### src/rtl/arbiter_puf_pkg.sv
`default_nettype none
// ---------------------------------------------------------------------------
// arbiter_puf_pkg : shared types, widths and LFSR step for arbiter_puf_ctrl
// Revision: 1.0
// ---------------------------------------------------------------------------
package arbiter_puf_pkg;

  typedef enum logic [2:0] {
    ST_IDLE   = 3'd0,
    ST_LOAD   = 3'd1,
    ST_RELAX  = 3'd2,
    ST_FIRE   = 3'd3,
    ST_SAMPLE = 3'd4,
    ST_DECIDE = 3'd5,
    ST_DONE   = 3'd6
  } state_e;

  localparam logic [7:0]  DEFAULT_TAPS      = 8'hB8;
  localparam int unsigned DEFAULT_VOTES     = 5;
  localparam int unsigned DEFAULT_RESP_BITS = 16;

  function automatic int unsigned vote_cnt_w(input int unsigned votes);
    return $clog2(votes + 1);
  endfunction

  function automatic int unsigned bit_cnt_w(input int unsigned bits);
    return $clog2(bits + 1);
  endfunction

  localparam int unsigned VOTE_CNT_W = vote_cnt_w(DEFAULT_VOTES);
  localparam int unsigned BIT_CNT_W  = bit_cnt_w(DEFAULT_RESP_BITS);

  // Fibonacci step on the low `size` bits: shift left, feedback parity into LSB.
  function automatic logic [63:0] lfsr_step(input logic [63:0] c,
                                            input logic [63:0] taps,
                                            input int unsigned size);
    logic [63:0] mask;
    mask = (size >= 64) ? '1 : ((64'd1 << size) - 64'd1);
    return ((c << 1) | {63'd0, ^(c & taps & mask)}) & mask;
  endfunction

endpackage
`default_nettype wire

### src/rtl/puf_sync2.sv
`default_nettype none
// ---------------------------------------------------------------------------
// puf_sync2 : two-flop synchronizer for the asynchronous arbiter output
// Revision: 1.0
// ---------------------------------------------------------------------------
module puf_sync2
  import arbiter_puf_pkg::*;
(
  input  logic clk,
  input  logic rst_n,
  input  logic async_in,
  output logic sync_out
);

  logic meta_q;
  logic sync_q;

  always_ff @(posedge clk or negedge rst_n) begin
    if (!rst_n) begin
      meta_q <= 1'b0;
      sync_q <= 1'b0;
    end else begin
      meta_q <= async_in;
      sync_q <= meta_q;
    end
  end

  assign sync_out = sync_q;

endmodule
`default_nettype wire

### src/rtl/arbiter_puf_ctrl.sv
`default_nettype none
// ---------------------------------------------------------------------------
// arbiter_puf_ctrl : LFSR challenge sequencer, majority-voting response builder
// Revision: 1.0
// ---------------------------------------------------------------------------
module arbiter_puf_ctrl
  import arbiter_puf_pkg::*;
#(
  parameter int unsigned     SIZE      = 8,
  parameter int unsigned     RESP_BITS = DEFAULT_RESP_BITS,
  parameter int unsigned     SETTLE    = 4,
  parameter int unsigned     VOTES     = DEFAULT_VOTES,
  parameter logic [SIZE-1:0] TAPS      = SIZE'(DEFAULT_TAPS)
) (
  input  logic                 clk,
  input  logic                 rst_n,
  input  logic                 start,
  input  logic [SIZE-1:0]      seed,
  output logic                 busy,
  output logic                 puf_enable,
  output logic [SIZE-1:0]      puf_challenge,
  input  logic                 puf_response,
  output logic [RESP_BITS-1:0] resp_data,
  output logic [RESP_BITS-1:0] unstable,
  output logic                 resp_valid,
  input  logic                 resp_ready
);

  if (SETTLE < 3) begin : g_chk_settle
    $error("arbiter_puf_ctrl: SETTLE must be at least 3");
  end
  if ((VOTES < 1) || (VOTES % 2 == 0)) begin : g_chk_votes
    $error("arbiter_puf_ctrl: VOTES must be odd and at least 1");
  end
  if ((SIZE < 2) || (SIZE > 64)) begin : g_chk_size
    $error("arbiter_puf_ctrl: SIZE must be within 2..64");
  end
  if (RESP_BITS < 2) begin : g_chk_bits
    $error("arbiter_puf_ctrl: RESP_BITS must be at least 2");
  end

  localparam int unsigned VW = vote_cnt_w(VOTES);
  localparam int unsigned BW = bit_cnt_w(RESP_BITS);
  localparam int unsigned SW = $clog2(SETTLE);

  localparam logic [VW-1:0] VOTES_C     = VW'(VOTES);
  localparam logic [VW-1:0] MAJ_C       = VW'(VOTES / 2);
  localparam logic [BW-1:0] RESP_BITS_C = BW'(RESP_BITS);
  localparam logic [SW-1:0] SETTLE_LAST = SW'(SETTLE - 1);

  state_e                 state_q,  state_d;
  logic [SIZE-1:0]        chal_q,   chal_d;
  logic [BW-1:0]          bits_q,   bits_d;
  logic [VW-1:0]          votes_q,  votes_d;
  logic [VW-1:0]          ones_q,   ones_d;
  logic [SW-1:0]          settle_q, settle_d;
  logic [RESP_BITS-1:0]   data_q,   data_d;
  logic [RESP_BITS-1:0]   unst_q,   unst_d;
  logic                   en_q,     en_d;

  logic                   resp_sync;
  logic [SIZE-1:0]        chal_next;

  puf_sync2 u_sync (
    .clk      (clk),
    .rst_n    (rst_n),
    .async_in (puf_response),
    .sync_out (resp_sync)
  );

  assign chal_next = SIZE'(lfsr_step(64'(chal_q), 64'(TAPS), SIZE));

  always_comb begin
    state_d  = state_q;
    chal_d   = chal_q;
    bits_d   = bits_q;
    votes_d  = votes_q;
    ones_d   = ones_q;
    settle_d = settle_q;
    data_d   = data_q;
    unst_d   = unst_q;

    case (state_q)
      ST_IDLE: begin
        if (start) begin
          // An all-zero challenge would lock the LFSR, so substitute 1.
          chal_d  = (seed == '0) ? SIZE'(1) : seed;
          bits_d  = '0;
          votes_d = '0;
          ones_d  = '0;
          state_d = ST_LOAD;
        end
      end
      ST_LOAD: begin
        votes_d  = '0;
        ones_d   = '0;
        settle_d = '0;
        state_d  = ST_RELAX;
      end
      ST_RELAX: begin
        if (settle_q == SETTLE_LAST) begin
          settle_d = '0;
          state_d  = ST_FIRE;
        end else begin
          settle_d = settle_q + SW'(1);
        end
      end
      ST_FIRE: begin
        if (settle_q == SETTLE_LAST) begin
          settle_d = '0;
          state_d  = ST_SAMPLE;
        end else begin
          settle_d = settle_q + SW'(1);
        end
      end
      ST_SAMPLE: begin
        ones_d  = ones_q + VW'(resp_sync);
        votes_d = votes_q + VW'(1);
        state_d = (votes_d < VOTES_C) ? ST_RELAX : ST_DECIDE;
      end
      ST_DECIDE: begin
        data_d = {data_q[RESP_BITS-2:0], (ones_q > MAJ_C)};
        unst_d = {unst_q[RESP_BITS-2:0], ((ones_q != '0) && (ones_q != VOTES_C))};
        bits_d = bits_q + BW'(1);
        if (bits_d < RESP_BITS_C) begin
          chal_d  = chal_next;
          state_d = ST_LOAD;
        end else begin
          state_d = ST_DONE;
        end
      end
      ST_DONE: begin
        if (resp_ready) begin
          state_d = ST_IDLE;
        end
      end
      default: state_d = ST_IDLE;
    endcase

    // Registered so the launch edge into the chain is glitch-free.
    en_d = (state_d == ST_FIRE) || (state_d == ST_SAMPLE);
  end

  always_ff @(posedge clk or negedge rst_n) begin
    if (!rst_n) begin
      state_q  <= ST_IDLE;
      chal_q   <= '0;
      bits_q   <= '0;
      votes_q  <= '0;
      ones_q   <= '0;
      settle_q <= '0;
      data_q   <= '0;
      unst_q   <= '0;
      en_q     <= 1'b0;
    end else begin
      state_q  <= state_d;
      chal_q   <= chal_d;
      bits_q   <= bits_d;
      votes_q  <= votes_d;
      ones_q   <= ones_d;
      settle_q <= settle_d;
      data_q   <= data_d;
      unst_q   <= unst_d;
      en_q     <= en_d;
    end
  end

  assign busy          = (state_q != ST_IDLE);
  assign puf_enable    = en_q;
  assign puf_challenge = chal_q;
  assign resp_data     = data_q;
  assign unstable      = unst_q;
  assign resp_valid    = (state_q == ST_DONE);

endmodule
`default_nettype wire

### config.mk
export PLATFORM = sky130hd
export DESIGN_NAME = arbiter_puf_ctrl
export DESIGN_NICKNAME = d
export VERILOG_FILES = /design/src/rtl/arbiter_puf_pkg.sv /design/src/rtl/puf_sync2.sv /design/src/rtl/arbiter_puf_ctrl.sv
export SDC_FILE = /design/constraint.sdc
export NUM_CORES = 1
export LEC_CHECK = 0
export ABC_CLOCK_PERIOD_IN_PS = 2150
export CAP_MARGIN = 30
export CORE_MARGIN = 4
export CORE_UTILIZATION = 50
export DETAILED_ROUTE_END_ITERATION = 16
export PLACE_DENSITY = 0.89
export SYNTH_ARGS = -nofsm -noshare
export SYNTH_HDL_FRONTEND = slang
export SYNTH_SLANG_ARGS = --single-unit
### constraint.sdc
create_clock -name clk -period 2.15 [get_ports clk]
set_input_delay 0.3225 -clock clk [delete_from_list [all_inputs] [get_ports clk]]
set_output_delay 0.3225 -clock clk [all_outputs]
set_load 0.02 [all_outputs]
======== After elaboration in Yosys (flattened, before gate mapping) ========
Index checks and enable logic that the tools add are counted.
Widths: inputs -> output; s select.
word-level totals
  output and inout port bits .............. 43
  bits in registers ....................... 59
  input port bits ......................... 13
  logic and storage cells ................. 63
cells by class
  equal/unequal tests ..................... 12
  add/subtract/negate cells ............... 4
  multiplexer cells ....................... 18
  reduce and logical (&&, ||, !) cells .... 14
  bitwise operators ....................... 1
  magnitude comparators ................... 3
operators with widths
  cell                 number
  $reduce_xor 64->1    1
  $mux 8               3
  $mux 3               7
  $pmux 3 s7           1
  $pmux 3 s3           2
  $pmux 8 s2           1
  $eq 3x3->1 const B   4
  $pmux 5 s2           1
  $eq 3x2->1 const B   3
  $reduce_bool 3->1    3
  $logic_not 8->1      1
  $or 8x1->8           1
  $add 5x1->5 const B  1
  $lt 5x5->1 const B   1
  $mux 5               1
  $ne 2x2->1 const B   2
  $pmux 2 s2           1
  $reduce_and 2->1     2
  $reduce_bool 2->1    2
  $add 3x1->3          1
  $add 3x1->3 const B  1
  $eq 3x1->1 const B   1
  $gt 3x2->1 const B   1
  $logic_not 3->1      1
  9 further kinds      9

======== Longest topological paths before layout ========
  depth in word-level cells ............... 6
  mapped depth ............................ 7
  mapped depth without buffers ............ 5

======== Modules after synthesis ========
From an unflattened synthesis, not the netlist that was laid out.
second synthesis, totals
  cell total of the unflattened synthesis .. 282
  area, all modules ....................... 2625.0 um^2
modules (own cells, without submodules)
  module            times used  cells each  area each (um^2)  sequential area each (um^2)
  arbiter_puf_ctrl  1           280         2575.0            1426.4
  puf_sync2         1           2           50.0              50.0

======== Worst setup path before layout ========
Ideal clock, no wire load.
  path type ............................... reg2reg
  start ................................... reg bits_q[0]
  end ..................................... reg state_q[0]
  required time ........................... 2.018 ns
  period minus slack after synthesis ...... 1.660 ns
  cell stages (with the launch flop) ...... 7
  data arrival time ....................... 1.528 ns
  setup slack ............................. 0.490 ns
  setup time .............................. 0.132 ns
  buffers on the path ..................... 1
  cell sequence ........................... dfrtp_1 > ha_1 > nand3_1 > xor2_1 > a22o_1 > buf_6 > or3b_1
between the ends
  longest elaborated chain between the ends .. 4
RTL lines
  element                 line                     text
  from (decl)             arbiter_puf_ctrl.sv:53   logic [BW-1:0] bits_q, bits_d;
  from (signal assigned)  arbiter_puf_ctrl.sv:158  bits_q <= bits_d;
  $add 5x1->5             arbiter_puf_ctrl.sv:124  bits_d = bits_q + BW'(1);
  $lt 5x5->1              arbiter_puf_ctrl.sv:125  if (bits_d < RESP_BITS_C) begin
  $mux 3                  arbiter_puf_ctrl.sv:125
  $pmux 3 s7              arbiter_puf_ctrl.sv:83   case (state_q)
  named net state_d[0]    arbiter_puf_ctrl.sv:51   state_e state_q, state_d;
  to (signal assigned)    arbiter_puf_ctrl.sv:156  state_q <= state_d;
  to (decl)               arbiter_puf_ctrl.sv:51
The timed path passes the listed nets, and every way through them passes these cells.
A chain may end at the register's enable or synchronous reset.

======== Worst setup path after layout ========
  start ................................... reg state_q[1]
  end ..................................... out busy
between the ends
  longest elaborated chain between the ends .. 1
RTL lines
  element            line                     text
  $reduce_bool 3->1  arbiter_puf_ctrl.sv:168  assign busy = (state_q != ST_IDLE);
  to (decl)          arbiter_puf_ctrl.sv:19   output logic busy,
No other way between the ends.

==> out/metrics.yaml <==
die-area_um2: 6470
cp.required_ns: 1.83
syn_area_um2: 2630
crit_arrival_ns: 1.70
yosys.area.top_type_share_pct: 56.2
die_w_um: 80.5
setup_viol: 0
syn-num-nets: 300
drive_gt1_share_pct: 8.77
core_um2: 5110
nets: 356
clkSinkCount: 59
period_minus_slack_ns: 2.02
drtPass1Iterations: 4
synth_edf_count: 0
critPathCaptureType: "output pin"
diodes: 0
finalSetupTns_ns: 0
syn_avg_cell_area_um2: 9.31
drtIter0Drc: 124
p_sw_share_pct: 33.8
pwr-share-comb_pct: 29.9
p_per_area_nw_per_um2: 1060
slew_headroom_pct: 52.0
grt_pass1_vias: 2020
worstHoldPathType: "in2async"
p_int_w: 0.00239
drtAntennaViolNets: 0
max-cap-violations: 0
antenna_found_initial: 0
grt_pass1_wl_um: 9140
ys_ff_latch: 59
root_buffer: "clkbuf_8"
post-route-drc-count: 0
numCtsBuffers: 9
p_leak_nw: 1.68
fin_crit_sh_pct: 94.0
die_y_um: 80.5
synth_area_leader_cell: "dfrtp_1"
rsz0062_at_grt: "no"
synth_top_family_by_area: "simple AND/OR/NAND/NOR gates"
wl_um: 5390
overflow: 0
viasPerCell: 5.06
yosysWarnings: 0
num_rows: 26
io_buffers: 55
slew_violations: 0
ios: 56
hpwl_um: 3620
clkPwrFrac_pct: 25.0
htreeDepth: 3
cts_tree: "yes"
initial_core_util_pct: 51.4
seq_power_share_pct: 45.1
clkTransAtPathRegs_ns: 0.06
grt_use_total_pct: 18.7
async_flop_share_pct: 100
insertion_delay_ns: 0.33
peakVddDrop_uv: 665
cts_setup_buffers: 0
ys_types: 35
synthToLayoutAreaGrowth_pct: 29.3
hold-worst-slack_ns: 0.120
tightestPinTransition_ns: 0.720
final_hold_viol_count: 0
ys_seq_area_share_pct: 56.2
final_common_cell: "nand2_1"
crit_type: "reg2out"
switching_power_w: 0.00122
ctsHoldBuffers: 0
cts_max_path_buffers: 2
place.gp.congestion: 0.820
worstPathMaxFanout: 11
fmax_mhz: 495
grt_max_degree: 60
synth_mux_area_share_pct: 4.19
synth_compound_area_share_pct: 9.10
status: "finished, final reports clean"
synth_area_leaders: "dfrtp_1 (56%), nand2_1 (18%), o21ai_0 (3.6%)"
synth_xor_area_share_pct: 2.34
final_cell_mix: "nand2_1 (123), dfrtp_1 (57), clkdlybuf4s50_1 (53)"
syn-instance-count: 282
clock_skew_ns: 0.00538
yosys.area_share.simple_pct: 21.8
start_kind: "register"
synth-main-ff-cell: "dfrtp_1"
synth_fa_ha_area_share_pct: 2.38
wl_per_cell_um: 13.1
vias: 2086
## cells by family after synthesis
logic type	Yosys count
AOI/OAI and AO/OA	39
adders and majority gates	5
and+or+nand+nor	143
xor gates and xnor gates	7
buffers and inverters	19
muxes	10
DFF	59
## critical path: stages (launching register included)
cell             delay, ns
dfrtp_1               0.49
nor3_2                0.28
inv_1                 0.06
clkdlybuf4s50_1       0.54
## final timing paths
check | startpoint | to | slack [ns] | cells past startpoint
worst max-delay path | state_q[1] | busy | 0.13 | 3
worst min-delay path | rst_n | puf_challenge[2] | 0.12 | 2
worst max register to register | bits_q[0] | puf_challenge[7] | 0.25 | 5
worst min register to register | u_sync.meta_q | u_sync.sync_out | 0.35 | 0
max in group asynchronous | rst_n | state_q[2] | 1.53 | 2
min in group clk | u_sync.meta_q | u_sync.sync_out | 0.35 | 0
## per-layer routing
layer / GRT usage (%) / routed length, µm / up-vias
li1: - / - / 1034
met1: 22.1 / 2370 / 981
met2: 30.0 / 2620 / 58
met3: 6.17 / 257 / 13
met4: 9.97 / 136 / 0
met5: 0 / 0 / -
## Yosys cell counts (4+ instances only)
cell	instances
xor2_1	4
nand2_1	123
o21ai_0	19
a21oi_1	4
nor2_1	6
inv_1	5
a22oi_1	5
mux2_2	8
ha_1	5
buf_2	7
dfrtp_1	59
## what timing repair did
item                                    4_1_cts  5_1_grt
resized for setup                             2        2
gates cloned                                  0        0
endpoints found under the setup margin        2        1
## registers in the layout, indices dropped and copies added (netlist names)
register         count
resp_data           16
unstable            16
puf_challenge        8
bits_q               5
ones_q               3
state_q              3
votes_q              3
settle_q             2
puf_enable           1
u_sync.meta_q        1
u_sync.sync_out      1
## layout make-up
cell class	instances	area (µm²)
Fill cell	414	1710
Sequential cell	59	1480
Multi-Input combinational cell	204	1050
Timing Repair Buffer	59	578
Clock buffer	13	169
Tap cell	70	87.6
Inverter	5	18.8
Clock inverter	2	10.0
## power groups by stage
stage	Combinational (W)	Sequential, W	Clock, W
after floorplan	0.000640	0.00166	0
after global placement	0.00104	0.00162	0
after detailed placement	0.00108	0.00163	0
after CTS	0.00109	0.00162	0.000933
after global routing	0.00120	0.00167	0.000996
final	0.00108	0.00163	0.000902
## per-stage QoR
stage          util, %  area [µm²]  worst slack (ns)  instances  total power, W
3_5_place_dp      62.7        3200             0.259        397         0.00271
3_3_place_gp      62.7        3200             0.304        397         0.00266
5_1_grt           66.4        3390            0.0513        412         0.00386
2_1_floorplan        -        2630             0.490        282         0.00230
6_report          66.4        3390             0.130        412         0.00361
4_1_cts           66.4        3390            0.0492        412         0.00365
No activity file was read; power rests on OpenSTA's default activity.
